==> src/rtl/spgd_pkg.sv <==
// Shared types and defaults for the SPGD perturbation sequencer slice.
package spgd_pkg;

   localparam int DEF_N_CH         = 32;
   localparam int DEF_ADDR_WIDTH   = 5;
   localparam int DEF_OUT_WIDTH    = 14;
   localparam int DEF_SETTLE_WIDTH = 16;
   localparam int DEF_ITER_WIDTH   = 16;

   localparam logic SIGN_POS = 1'b0;
   localparam logic SIGN_NEG = 1'b1;

   typedef enum logic [3:0] {
      ST_IDLE       = 4'd0,
      ST_FILL       = 4'd1,
      ST_APPLY_POS  = 4'd2,
      ST_SETTLE_POS = 4'd3,
      ST_MEAS_POS   = 4'd4,
      ST_APPLY_NEG  = 4'd5,
      ST_SETTLE_NEG = 4'd6,
      ST_MEAS_NEG   = 4'd7,
      ST_DONE       = 4'd8
   } state_e;

endpackage

==> src/rtl/spgd_perturb_seq_if.sv <==
// Perturbation register-file write bus plus actuator/metric handshake.
interface spgd_perturb_seq_if
   import spgd_pkg::*;
#(
   parameter int ADDR_WIDTH = DEF_ADDR_WIDTH,
   parameter int OUT_WIDTH  = DEF_OUT_WIDTH
);
   logic                  pert_we;
   logic [ADDR_WIDTH-1:0] pert_addr;
   logic [OUT_WIDTH-1:0]  pert_data;
   logic                  pert_sign;
   logic                  apply;
   logic                  meas_req;
   logic                  meas_ack;

   modport master (
      output pert_we, pert_addr, pert_data, pert_sign, apply, meas_req,
      input  meas_ack
   );

   modport slave (
      input  pert_we, pert_addr, pert_data, pert_sign, apply, meas_req,
      output meas_ack
   );
endinterface

==> src/rtl/spgd_settle_timer.sv <==
// Loadable settle down-counter; a zero load still waits one cycle.
module spgd_settle_timer #(
   parameter int WIDTH = 16
) (
   input  logic             clk,
   input  logic             rst,
   input  logic             load,
   input  logic [WIDTH-1:0] load_value,
   output logic             busy,
   output logic             expire
);
   logic [WIDTH-1:0] count_r;

   // Count register: load with clamp, then decrement down to zero.
   always_ff @(posedge clk) begin
      if (rst) begin
         count_r <= '0;
      end else if (load) begin
         count_r <= (load_value == '0) ? WIDTH'(1) : load_value;
      end else if (count_r != '0) begin
         count_r <= count_r - WIDTH'(1);
      end else begin
         count_r <= count_r;
      end
   end

   assign busy   = (count_r != '0);
   assign expire = (count_r == WIDTH'(1));
endmodule

==> src/rtl/spgd_perturb_seq.sv <==
// One SPGD iteration: capture N_CH scaled noise samples, then apply +delta and
// -delta, each followed by a settle wait and a metric measurement handshake.
module spgd_perturb_seq
   import spgd_pkg::*;
#(
   parameter int N_CH         = DEF_N_CH,
   parameter int ADDR_WIDTH   = DEF_ADDR_WIDTH,
   parameter int OUT_WIDTH    = DEF_OUT_WIDTH,
   parameter int SETTLE_WIDTH = DEF_SETTLE_WIDTH,
   parameter int ITER_WIDTH   = DEF_ITER_WIDTH
) (
   input  logic                    clk,
   input  logic                    rst,
   input  logic                    start,
   input  logic [SETTLE_WIDTH-1:0] settle_cycles,
   input  logic [3:0]              amp_shift,
   input  logic [OUT_WIDTH-1:0]    rng_sample,
   output logic                    busy,
   output logic                    done,
   output logic [ITER_WIDTH-1:0]   iter_count,
   spgd_perturb_seq_if.master      bus
);
   localparam logic [ADDR_WIDTH-1:0] ADDR_LAST = ADDR_WIDTH'(N_CH - 1);

   state_e                  state_r;
   logic [SETTLE_WIDTH-1:0] settle_r;
   logic [3:0]              amp_r;
   logic                    timer_load_s;
   logic                    timer_busy_s;
   logic                    timer_expire_s;

   // Shifts of OUT_WIDTH or more saturate to the sign (0 or -1).
   function automatic logic [OUT_WIDTH-1:0] scale_sample(
      input logic [OUT_WIDTH-1:0] sample,
      input logic [3:0]           shift
   );
      return OUT_WIDTH'($signed(sample) >>> shift);
   endfunction

   assign timer_load_s = (state_r == ST_APPLY_POS) || (state_r == ST_APPLY_NEG);

   spgd_settle_timer #(.WIDTH(SETTLE_WIDTH)) u_settle_timer (
      .clk        (clk),
      .rst        (rst),
      .load       (timer_load_s),
      .load_value (settle_r),
      .busy       (timer_busy_s),
      .expire     (timer_expire_s)
   );

   // Sequencer FSM; every output is registered alongside the next state.
   always_ff @(posedge clk) begin
      if (rst) begin
         state_r       <= ST_IDLE;
         settle_r      <= '0;
         amp_r         <= 4'd0;
         busy          <= 1'b0;
         done          <= 1'b0;
         iter_count    <= '0;
         bus.pert_we   <= 1'b0;
         bus.pert_addr <= '0;
         bus.pert_data <= '0;
         bus.pert_sign <= SIGN_POS;
         bus.apply     <= 1'b0;
         bus.meas_req  <= 1'b0;
      end else begin
         bus.pert_we <= 1'b0;
         bus.apply   <= 1'b0;
         done        <= 1'b0;
         case (state_r)
            ST_IDLE: begin
               if (start) begin
                  state_r       <= ST_FILL;
                  busy          <= 1'b1;
                  settle_r      <= settle_cycles;
                  amp_r         <= amp_shift;
                  bus.pert_we   <= 1'b1;
                  bus.pert_addr <= '0;
                  bus.pert_data <= scale_sample(rng_sample, amp_shift);
               end else begin
                  busy <= 1'b0;
               end
            end
            ST_FILL: begin
               if (bus.pert_addr == ADDR_LAST) begin
                  state_r       <= ST_APPLY_POS;
                  bus.apply     <= 1'b1;
                  bus.pert_sign <= SIGN_POS;
               end else begin
                  bus.pert_we   <= 1'b1;
                  bus.pert_addr <= bus.pert_addr + ADDR_WIDTH'(1);
                  bus.pert_data <= scale_sample(rng_sample, amp_r);
               end
            end
            ST_APPLY_POS: state_r <= ST_SETTLE_POS;
            ST_SETTLE_POS: begin
               // An idle timer also exits so a corrupted count cannot hang us.
               if (timer_expire_s || !timer_busy_s) begin
                  state_r      <= ST_MEAS_POS;
                  bus.meas_req <= 1'b1;
               end
            end
            ST_MEAS_POS: begin
               if (bus.meas_ack) begin
                  state_r       <= ST_APPLY_NEG;
                  bus.meas_req  <= 1'b0;
                  bus.apply     <= 1'b1;
                  bus.pert_sign <= SIGN_NEG;
               end
            end
            ST_APPLY_NEG: state_r <= ST_SETTLE_NEG;
            ST_SETTLE_NEG: begin
               if (timer_expire_s || !timer_busy_s) begin
                  state_r      <= ST_MEAS_NEG;
                  bus.meas_req <= 1'b1;
               end
            end
            ST_MEAS_NEG: begin
               if (bus.meas_ack) begin
                  state_r       <= ST_DONE;
                  bus.meas_req  <= 1'b0;
                  bus.pert_sign <= SIGN_POS;
                  done          <= 1'b1;
                  iter_count    <= iter_count + ITER_WIDTH'(1);
               end
            end
            ST_DONE: begin
               state_r <= ST_IDLE;
               busy    <= 1'b0;
            end
            default: begin
               state_r       <= ST_IDLE;
               busy          <= 1'b0;
               bus.meas_req  <= 1'b0;
               bus.pert_sign <= SIGN_POS;
            end
         endcase
      end
   end
endmodule

==> src/flat_wrapper.sv <==
// flat-port wrapper written by rule: the top's interface ports become plain ports
module spgd_perturb_seq_flat import spgd_pkg::*;
#(
   parameter int N_CH         = DEF_N_CH,
   parameter int ADDR_WIDTH   = DEF_ADDR_WIDTH,
   parameter int OUT_WIDTH    = DEF_OUT_WIDTH,
   parameter int SETTLE_WIDTH = DEF_SETTLE_WIDTH,
   parameter int ITER_WIDTH   = DEF_ITER_WIDTH
)
  (clk, rst, start, settle_cycles, amp_shift, rng_sample, busy, done, iter_count, bus_pert_we, bus_pert_addr, bus_pert_data, bus_pert_sign, bus_apply, bus_meas_req, bus_meas_ack);
  spgd_perturb_seq_if #(.ADDR_WIDTH(ADDR_WIDTH), .OUT_WIDTH(OUT_WIDTH)) bus_i ();
  input  logic clk;
  input  logic rst;
  input  logic start;
  input  logic [SETTLE_WIDTH-1:0] settle_cycles;
  input  logic [3:0] amp_shift;
  input  logic [OUT_WIDTH-1:0] rng_sample;
  output logic busy;
  output logic done;
  output logic [ITER_WIDTH-1:0] iter_count;
  output wire logic [$bits(bus_i.pert_we)-1:0] bus_pert_we;
  output wire logic [$bits(bus_i.pert_addr)-1:0] bus_pert_addr;
  output wire logic [$bits(bus_i.pert_data)-1:0] bus_pert_data;
  output wire logic [$bits(bus_i.pert_sign)-1:0] bus_pert_sign;
  output wire logic [$bits(bus_i.apply)-1:0] bus_apply;
  output wire logic [$bits(bus_i.meas_req)-1:0] bus_meas_req;
  input wire logic [$bits(bus_i.meas_ack)-1:0] bus_meas_ack;
  assign bus_pert_we = bus_i.pert_we;
  assign bus_pert_addr = bus_i.pert_addr;
  assign bus_pert_data = bus_i.pert_data;
  assign bus_pert_sign = bus_i.pert_sign;
  assign bus_apply = bus_i.apply;
  assign bus_meas_req = bus_i.meas_req;
  assign bus_i.meas_ack = bus_meas_ack;
  spgd_perturb_seq #(.N_CH(N_CH), .ADDR_WIDTH(ADDR_WIDTH), .OUT_WIDTH(OUT_WIDTH), .SETTLE_WIDTH(SETTLE_WIDTH), .ITER_WIDTH(ITER_WIDTH)) u_core (.clk(clk), .rst(rst), .start(start), .settle_cycles(settle_cycles), .amp_shift(amp_shift), .rng_sample(rng_sample), .busy(busy), .done(done), .iter_count(iter_count), .bus(bus_i));
endmodule
==> config.mk <==
export PLATFORM = sky130hd
export DESIGN_NAME = spgd_perturb_seq_flat
export DESIGN_NICKNAME = d
export VERILOG_FILES = /design/src/rtl/spgd_pkg.sv /design/src/rtl/spgd_perturb_seq_if.sv /design/src/rtl/spgd_settle_timer.sv /design/src/rtl/spgd_perturb_seq.sv /design/src/flat_wrapper.sv
export SDC_FILE = /design/constraint.sdc
export NUM_CORES = 1
export LEC_CHECK = 0
export CAP_MARGIN = 20
export CORE_MARGIN = 3
export CORE_UTILIZATION = 40
export DETAILED_ROUTE_END_ITERATION = 10
export PLACE_DENSITY = 0.68
export RECOVER_POWER = 50
export SYNTH_ARGS = -nofsm -noshare
export SYNTH_HDL_FRONTEND = slang
export SYNTH_HIERARCHICAL = 1
export SYNTH_SLANG_ARGS = --single-unit
==> constraint.sdc <==
create_clock -name clk -period 3.15 [get_ports clk]
set_input_delay 0.315 -clock clk [delete_from_list [all_inputs] [get_ports clk]]
set_output_delay 0.315 -clock clk [all_outputs]
set_load 0.02 [all_outputs]
======== Word level (Yosys, flattened, before mapping) ========
Index checks and enable logic that the tools add are counted.
W data, S select, Z words.
operators by class
  bitwise logic cells ..................... 3
  shift-type cells ........................ 2
  reductions and logical operators ........ 20
  add/subtract/negate cells ............... 3
  multiplexer cells ....................... 29
  equality and inequality tests ........... 19
operators with widths
  kind                     number
  $mux W16                 3
  $pmux W4 S8              1
  $mux W14                 2
  $pmux W14 S2             1
  $sshr A14 B4 Y14         2
  $mux W4                  6
  $add A16 B1 Y16 const B  1
  $eq A16 B1 Y1 const B    1
  $eq A4 B3 Y1 const B     4
  $logic_not A16 Y1        1
  $reduce_bool A16 Y1      1
  $sub A16 B1 Y16 const B  1
  $mux W5                  2
  $ne A2 B1 Y1 const B     5
  $pmux W5 S2              1
  $eq A4 B2 Y1 const B     2
  $mux W1                  8
  $ne A2 B2 Y1 const B     4
  $reduce_or A7 Y1         1
  $pmux W1 S2              3
  $reduce_and A3 Y1        2
  $reduce_and A6 Y1        1
  $reduce_or A2 Y1         3
  $reduce_or A6 Y1         1
  14 further kinds         19
word-level totals
  logic and storage cells ................. 89
  flip-flop bits (word level) ............. 81
  output and inout port bits .............. 41

======== Logic depth before layout (Yosys ltp) ========
Gate-level depths: netlist of run 1.
  depth in word-level cells ............... 5
  mapped depth ............................ 11

======== Modules after synthesis ========
Netlist of run 1, hierarchy kept.
by module, submodules not included
  module             seq. area each (µm²)  times used  area an instance (µm²)  cells each
  spgd_perturb_seq   1301.2                1           3328.2                  395
  spgd_settle_timer  320.3                 1           959.7                   115

======== Worst setup path after synthesis of run 1 ========
OpenSTA, ideal clock, no wires.
  path type ............................... register to register
  start ................................... register u_core.u_settle_timer.count_r[0]
  end ..................................... register u_core.bus.meas_req
  path slack .............................. 796 ps
  clock period less this slack ............ 2354 ps
  arrival ................................. 2289 ps
  cell stages (with the launch flop) ...... 12
  cell sequence ........................... dfxtp_1 > inv_1 > ha_1 > or3b_2 > nor4_4 > inv_1 > nor2b_1 > nor3b_1 > a21o_1 > a22oi_1 > mux2_2 > nor2_1
between the ends
  longest elaborated chain between the ends .. 5
ends and longest elaborated chain
  item                         RTL line                                         RTL
  from (decl)                  spgd_settle_timer.sv:12                          logic [WIDTH-1:0] count_r;
  from (signal assigned)       spgd_settle_timer.sv:19                          count_r <= (load_value == '0) ? WIDTH'(1) : load_value;
  from (signal assigned)       spgd_settle_timer.sv:21                          count_r <= count_r - WIDTH'(1);
  from (signal assigned)       spgd_settle_timer.sv:23                          count_r <= count_r;
  $reduce_bool A16 Y1          spgd_settle_timer.sv:27                          assign busy = (count_r != '0);
  net u_core.timer_busy_s      spgd_perturb_seq.sv:29                           logic timer_busy_s;
  $logic_not A1 Y1             spgd_perturb_seq.sv:98, spgd_perturb_seq.sv:113
  $logic_or A1 B1 Y1           spgd_perturb_seq.sv:98, spgd_perturb_seq.sv:113
  $ne A2 B1 Y1 (no line)       -
  $reduce_and A3 Y1 (no line)  -
  to (signal assigned)         spgd_perturb_seq.sv:100                          bus.meas_req <= 1'b1;
  to (signal assigned)         spgd_perturb_seq.sv:106                          bus.meas_req <= 1'b0;
  to (signal assigned)         spgd_perturb_seq.sv:115                          bus.meas_req <= 1'b1;
  to (decl)                    spgd_perturb_seq_if.sv:17                        output pert_we, pert_addr, pert_data, pert_sign, apply, meas_req,
The timed path passes the listed nets, and every way through them passes these cells.
A chain may end at the register's enable or synchronous reset.

======== Worst setup path in the final report of run 1 ========
  start ................................... register u_core.state_r[0]
  end ..................................... register u_core.iter_count[14]
between the ends
  longest elaborated chain between the ends .. 2
ends and longest elaborated chain
  item                         RTL line                 RTL
  from (decl)                  spgd_perturb_seq.sv:25   state_e state_r;
  from (signal assigned)       spgd_perturb_seq.sv:54   state_r <= ST_IDLE;
  from (signal assigned)       spgd_perturb_seq.sv:73   state_r <= ST_FILL;
  from (signal assigned)       spgd_perturb_seq.sv:86   state_r <= ST_APPLY_POS;
  $eq A4 B3 Y1                 spgd_perturb_seq.sv:70   case (state_r)
  $reduce_and A2 Y1 (no line)  -
  to (signal assigned)         spgd_perturb_seq.sv:124  iter_count <= iter_count + ITER_WIDTH'(1);
  to (decl)                    spgd_perturb_seq.sv:20   output logic [ITER_WIDTH-1:0] iter_count,
Every way passes these cells.

==> impl_metrics.py, run 1 <==
metrics = {
    "outcome": {
        "status": "complete, no violations",
    },
    "timing": {
        "finalCriticalPeriod_ns": 2.83,
        "relSlewSlack_pct": 39.0,
        "fin_tns_setup_ns": 0,
        "max_freq_ghz": 0.354,
        "hold_violations": 0,
        "whs_ns": 0.385,
        "slew_violations": 0,
        "setup_viol": 0,
        "fin_crit_sh_pct": 89.8,
        "finClkSkew_ns": 0.0125,
        "worst_pin_slew_ns": 0.916,
        "rsz0062_at_grt": "no",
    },
    "routing": {
        "wl_per_cell_um": 15.8,
        "via_per_inst": 5.53,
        "first_iter_violations": 209,
        "routed-via-count": 4001,
        "ant_nets": 0,
        "firstDrtPassIters": 5,
        "drc": 0,
        "finalWirelength_mm": 11.4,
    },
    "synthesis": {
        "yosysWarnings": 6,
        "synthAdderAreaFrac_pct": 1.46,
        "synthTopCellsByCount": "nand2_1, dfxtp_1, nor2_1",
        "synth-simple-area-share_pct": 25.9,
        "synth_xor_area_share_pct": 5.52,
        "synth_top_area_share_pct": 37.8,
        "yosys-mux-area-fraction_pct": 9.80,
        "synth_top_family_by_area": "simple AND/OR/NAND/NOR gates",
        "postSynth.asyncResetShare_pct": 0,
        "ys_seq_area_share_pct": 37.8,
        "synth_compound_area_share_pct": 15.5,
        "synthCells": 510,
        "synth_top_cell_by_area": "dfxtp_1",
        "netlist_area_um2": 4290,
        "ys_ff_latch": 81,
        "synth_edf_count": 0,
        "synthTopCellsByArea": "dfxtp_1, mux2i_1, nand2_1, a21oi_1, nor2_1",
        "synth_fp_nets": 553,
        "synth_area_per_cell_um2": 8.41,
        "ys.flop_type": "dfxtp_1",
        "synth_cell_types": 61,
        "synth.most_common_cell": "nand2_1",
    },
    "layout": {
        "drive_gt1_share_pct": 8.18,
        "regArea_um2": 1620,
        "syn2layout_area_growth_pct": 24.8,
        "nets": 625,
        "post-route-util_pct": 51.6,
        "antennaDiodeCount": 0,
        "nFillCells": 1018,
        "multiInputGateArea_um2": 2480,
    },
    "clock_network": {
        "ctsHoldBuffers": 0,
        "cts_tree": "done",
        "clk_pin_slew_ns": 0.10,
        "cts_setup_buffers": 0,
        "cts_max_level": 3,
        "cts_resized": 0,
        "insertion_delay_ns": 0.36,
        "numCtsBuffers": 9,
        "cts_num_sinks": 81,
        "cts_root_buf": "clkbuf_8",
        "max-clock-path-buffers": 2,
    },
    "floorplanning": {
        "initial_core_util_pct": 41.3,
        "io_pins": 79,
        "coreArea_um2": 10400,
        "rows": 37,
        "die_area_um2": 12000,
        "die_height_um": 110,
        "die_w_um": 110,
    },
    "worst_setup_path": {
        "r2r_start": "u_core/state_r[0]$_SDFFE_PP0P_",
        "cp_max_fo": 20,
        "end_kind": "flip-flop",
        "cp-startpoint": "u_core/state_r[0]$_SDFFE_PP0P_",
        "slowest_stage": "clkbuf_1",
        "cpPeakStageDelay_ns": 0.61,
        "worstPathCellList": "clkbuf_1 > and4b_1 > and2_0 > nand4_1 > or2_0 > or3_1 > a21oi_1",
        "worstPathArrival_ns": 3.13,
        "start_kind": "flip-flop",
        "required_ns": 3.45,
        "critical_path_class": "flip-flop to flip-flop",
    },
    "grt": {
        "grt_max_degree": 46,
        "grt_usage_pct": 19.5,
        "grt_pass1_wl_mm": 18.8,
        "grt_pass1_vias": 3973,
        "antenna_found_initial": 0,
        "gr-total-overflow": 0,
    },
    "power": {
        "p_per_area_nw_per_um2": 762,
        "power.static_leakage_uw": 0.00217,
        "vdd_drop_max_v": 0.000393,
    },
    "placed_design": {
        "globalplace.congestion": 0.918,
        "portBuffers": 78,
        "dp_hpwl_mm": 8.09,
    },
    "flow_run": {
        "maxCapViolations": 0,
    },
    "min_path": {
        "hp-start": "rst",
        "hold_path.class": "input port to flip-flop",
    },
}
worst paths after layout:
kind                                           to  slack (ns)  cells after the start
max            u_core/iter_count[14]$_SDFFE_PP0P_        0.32                      7
min               u_core/settle_r[7]$_SDFFE_PP0P_        0.38                      2
max reg2reg    u_core/iter_count[14]$_SDFFE_PP0P_        0.32                      7
min reg2reg  u_core/bus.pert_data[6]$_SDFFE_PP0P_        0.46                      2
power by group:
part	switching (uW)	internal (uW)
Sequential	172	1230
Combinational	1140	821
Clock	419	300
Total	1730	2350
critical path, delay by kind of cell, from the launching register on:
kind / cells / cell delay [ns]
and+or+nand+nor: 5 / 1.68
DFF: 1 / 0.34
buffers and inverters: 1 / 0.61
AOI/OAI and AO/OA: 1 / 0.13
final cells by class:
class / instances / area share, %
multi-input cells: 393 / 46.4
flip-flops and latches: 81 / 30.3
repair buffers: 91 / 16.3
well taps: 136 / 3.18
clock buffers: 9 / 2.32
clock inverters: 7 / 1.15
inverters: 6 / 0.421
metal layers:
metal | vias up | GRT usage (%) | wire length, um
li1 | 1960 | - | -
met4 | 0 | 7.39 | 235
met1 | 1915 | 24.1 | 5050
met5 | - | 0 | 0
met2 | 107 | 33.6 | 5620
met3 | 19 | 3.76 | 509
sequential cells by signal, summed over array words and instances (netlist names):
register	flops
u_core/bus.meas_req	1
u_core/bus.pert_data	14
u_core/bus.pert_addr	5
u_core/bus.pert_sign	1
u_core/state_r	4
u_core/busy	1
u_core/settle_r	16
u_core/u_settle_timer/count_r	16
u_core/iter_count	16
u_core/amp_r	4
u_core/bus.pert_we	1
u_core/bus.apply	1
u_core/done	1
per-stage QoR:
stage / cells / power [uW] / setup WS, ns / instance area, um^2
floorplan: 510 / 2820 / 0.796 / 4290
global placement: 707 / 3370 / 0.584 / 5180
detailed placement: 707 / 3390 / 0.496 / 5180
CTS: 723 / 4130 / 0.452 / 5370
global route: 723 / 4360 / 0.0949 / 5350
finish: 723 / 4080 / 0.322 / 5350
cells by family after synthesis:
kind of cell               after synthesis
DFF                                     81
xor gates and xnor gates                27
adders and majority gates                5
muxes                                   40
AOI/OAI and AO/OA                      103
buffers and inverters                   36
and+or+nand+nor                        218
cell usage in the layout (no fill, tap or decap), types with 6 or more instances in the layout:
cell type and count:
o21ai_0 18, nand2b_1 6, dfxtp_1 81, nor4_1 6, mux2i_1 35, a21oi_1 40, clkdlybuf4s50_1 36, nand4_1 9
xor2_1 16, clkbuf_8 9, or3_1 6, nor2_1 43, nand3_1 8, xnor2_1 11, nor3_1 17, dlygate4sd3_1 41
nand2_1 83, buf_4 12, and3_1 9
Power figures use the tool's default switching activity.
==> run 2, diff against run 1 <==
--- a/config.mk
+++ b/config.mk
@@ -7,9 +7,9 @@
 export LEC_CHECK = 0
 export CAP_MARGIN = 20
 export CORE_MARGIN = 3
-export CORE_UTILIZATION = 40
+export CORE_UTILIZATION = 53
 export DETAILED_ROUTE_END_ITERATION = 10
-export PLACE_DENSITY = 0.68
+export PLACE_DENSITY = 0.85
 export RECOVER_POWER = 50
 export SYNTH_ARGS = -nofsm -noshare
 export SYNTH_HDL_FRONTEND = slang
==> run 2 against run 1 <==
  * Non-clock buffer count decreased by 1
  * Highest routed layer unchanged
  * Sequential power about the same
  * Critical path type unchanged
  * Fmax increased by 4.8%
  * Final cell count decreased by 4.8%
  * Routed wire length decreased by 5.9%
==> impl_metrics.py, run 2 (synthesized netlist as in run 1, its figures left out) <==
metrics = {
    "outcome": {
        "status": "complete, no violations",
    },
    "placed_design": {
        "dpl_cell_area_um2": 5130,
        "dp_slack_ns": 0.530,
        "globalplace.congestion": 0.925,
        "portBuffers": 78,
        "dp_hpwl_mm": 7.77,
    },
    "routing": {
        "routed-via-count": 3992,
        "m1WireLength_mm": 4.49,
        "first_iter_violations": 235,
        "wl_per_cell_um": 15.6,
        "ant_nets": 0,
        "firstDrtPassIters": 7,
        "finalWirelength_mm": 10.7,
        "dr_wl_met3_um": 700,
        "routed.top_layer": "met4",
        "wl_met2_mm": 5.42,
        "drc": 0,
        "via_per_inst": 5.80,
    },
    "grt": {
        "gr-total-overflow": 0,
        "grt_pass1_vias": 3786,
        "antenna_found_initial": 0,
        "grt_usage_pct": 23.9,
        "grt_max_degree": 43,
        "grt_pass1_wl_mm": 17.5,
    },
    "worst_setup_path": {
        "required_ns": 3.41,
        "slowest_stage": "or3b_2",
        "cpPeakStageDelay_ns": 0.53,
        "start_kind": "flip-flop",
        "worstPathCellList": "inv_1 > ha_1 > or3b_2 > nor4_4 > inv_1 > nor2b_1 > nand3_1 > and3_1 > nand3_1 > xor2_1 > nor3_1",
        "end_kind": "flip-flop",
        "reg2reg_slack_ns": 0.45,
        "r2r_cells": 11,
        "cp_max_fo": 7,
        "r2r_end": "u_core/state_r[2]$_SDFFE_PP0P_",
        "r2r_start": "u_core/u_settle_timer/count_r[1]$_SDFFE_PP0P_",
        "worstPathArrival_ns": 2.95,
        "critical_path_class": "flip-flop to flip-flop",
    },
    "clock_network": {
        "max-clock-path-buffers": 2,
        "cts_num_sinks": 81,
        "cts_root_buf": "clkbuf_8",
        "cts_resized": 0,
        "cts_setup_buffers": 0,
        "numCtsBuffers": 9,
        "ctsHoldBuffers": 0,
        "cts_max_level": 3,
        "cts_tree": "done",
        "insertion_delay_ns": 0.34,
        "clk_pin_slew_ns": 0.08,
    },
    "timing": {
        "worst_pin_slew_ns": 0.864,
        "relSlewSlack_pct": 42.4,
        "rsz0062_at_grt": "no",
        "setup_viol": 0,
        "finClkSkew_ns": 0.0106,
        "fin_tns_setup_ns": 0,
        "fin_ws_ns": 0.453,
        "max_freq_ghz": 0.371,
        "fin_crit_sh_pct": 85.6,
        "slew_violations": 0,
        "finalCriticalPeriod_ns": 2.70,
        "hold_violations": 0,
    },
    "floorplanning": {
        "die_w_um": 95.9,
        "coreArea_um2": 7810,
        "die_area_um2": 9210,
        "die_height_um": 95.9,
        "io_pins": 79,
        "rows": 32,
        "initial_core_util_pct": 54.9,
    },
    "layout": {
        "syn2layout_area_growth_pct": 25.1,
        "finalInstanceArea_um2": 5360,
        "biggestRegsByFlops": "u_core/iter_count: 16 flops, u_core/settle_r: 16 flops, u_core/u_settle_timer/count_r: 16 flops",
        "nFillCells": 650,
        "antennaDiodeCount": 0,
        "nets": 624,
        "layout_commonest_cell": "nand2_1",
        "final_cell_mix": "nand2_1, dfxtp_1, nor2_1",
        "drive_gt1_share_pct": 7.85,
    },
    "power": {
        "power.static_leakage_uw": 0.00221,
        "power_uw": 4230,
        "vdd_drop_max_v": 0.000447,
        "p_per_area_nw_per_um2": 789,
    },
    "flow_run": {
        "maxCapViolations": 0,
    },
    "min_path": {
        "hold_path.class": "input port to flip-flop",
        "hp-start": "rst",
        "whs_path_depth": 2,
        "hold_path_end": "u_core/settle_r[0]$_SDFFE_PP0P_",
    },
}
==> run 2: cell types whose count changed in the layout (fill, tap and decap cells not counted), moves of 2 or more <==
cell        delta
clkbuf_1       +2
bufinv_16      +3
clkinvlp_4     -2
clkinv_2       +2
buf_4          -3
==> run 2: critical path: cells and delay by family (launching register included) <==
family / cells / cell delay, ns
flip-flops: 1 / 0.36
adder cells (fa/ha/maj): 1 / 0.28
AND/OR/NAND/NOR: 7 / 1.61
buffers and inverters: 2 / 0.21
XOR/XNOR: 1 / 0.17
==> run 2: report_power, final <==
group          internal (uW)  total [uW]  switching (uW)
Sequential              1230        1410             178
Clock                    528         897             369
Combinational            813        1930            1110
Total                   2570        4230            1660
==> run 2: metrics by stage <==
step / cells / hold WS [ns] / utilization, %
after floorplan: 510 / 0.445 / -
after global placement: 672 / 0.442 / 65.8
after detailed placement: 672 / 0.459 / 65.8
after CTS: 688 / 0.405 / 68.8
after global routing: 688 / 0.449 / 68.7
final: 688 / 0.422 / 68.7
==> run 2: per-layer routing <==
metal | vias up | global-route usage [%]
met2 | 155 | 41.6
met5 | - | 0
met4 | 0 | 5.33
met3 | 15 | 4.85
li1 | 1963 | -
met1 | 1859 | 30.4
==> run 2: how the worst max path moves through the flow <==
stage / endpoint / slack [ns] / start / cells after the start
after floorplan: u_core/bus.meas_req$_SDFFE_PP0P_ / 0.80 / u_core/u_settle_timer/count_r[0]$_SDFFE_PP0P_ / 11
after global placement: u_core/bus.pert_data[12]$_SDFFE_PP0P_ / 0.65 / u_core/bus.pert_addr[0]$_SDFFE_PP0P_ / 10
after detailed placement: u_core/state_r[2]$_SDFFE_PP0P_ / 0.53 / u_core/u_settle_timer/count_r[1]$_SDFFE_PP0P_ / 11
after CTS: u_core/state_r[2]$_SDFFE_PP0P_ / 0.49 / u_core/u_settle_timer/count_r[1]$_SDFFE_PP0P_ / 11
after global routing: u_core/state_r[2]$_SDFFE_PP0P_ / 0.26 / u_core/u_settle_timer/count_r[1]$_SDFFE_PP0P_ / 11
final: u_core/state_r[2]$_SDFFE_PP0P_ / 0.45 / u_core/u_settle_timer/count_r[1]$_SDFFE_PP0P_ / 11
==> run 2: cell type report <==
class                   count  area, um^2  share of cell area [%]
multi-input cells         393        2500                    46.5
flip-flops and latches     81        1620                    30.2
repair buffers             90         855                    15.9
well taps                 102         128                    2.38
clock buffers               9         124                    2.31
clock inverters             7         118                    2.19
inverters                   6        22.5                   0.420
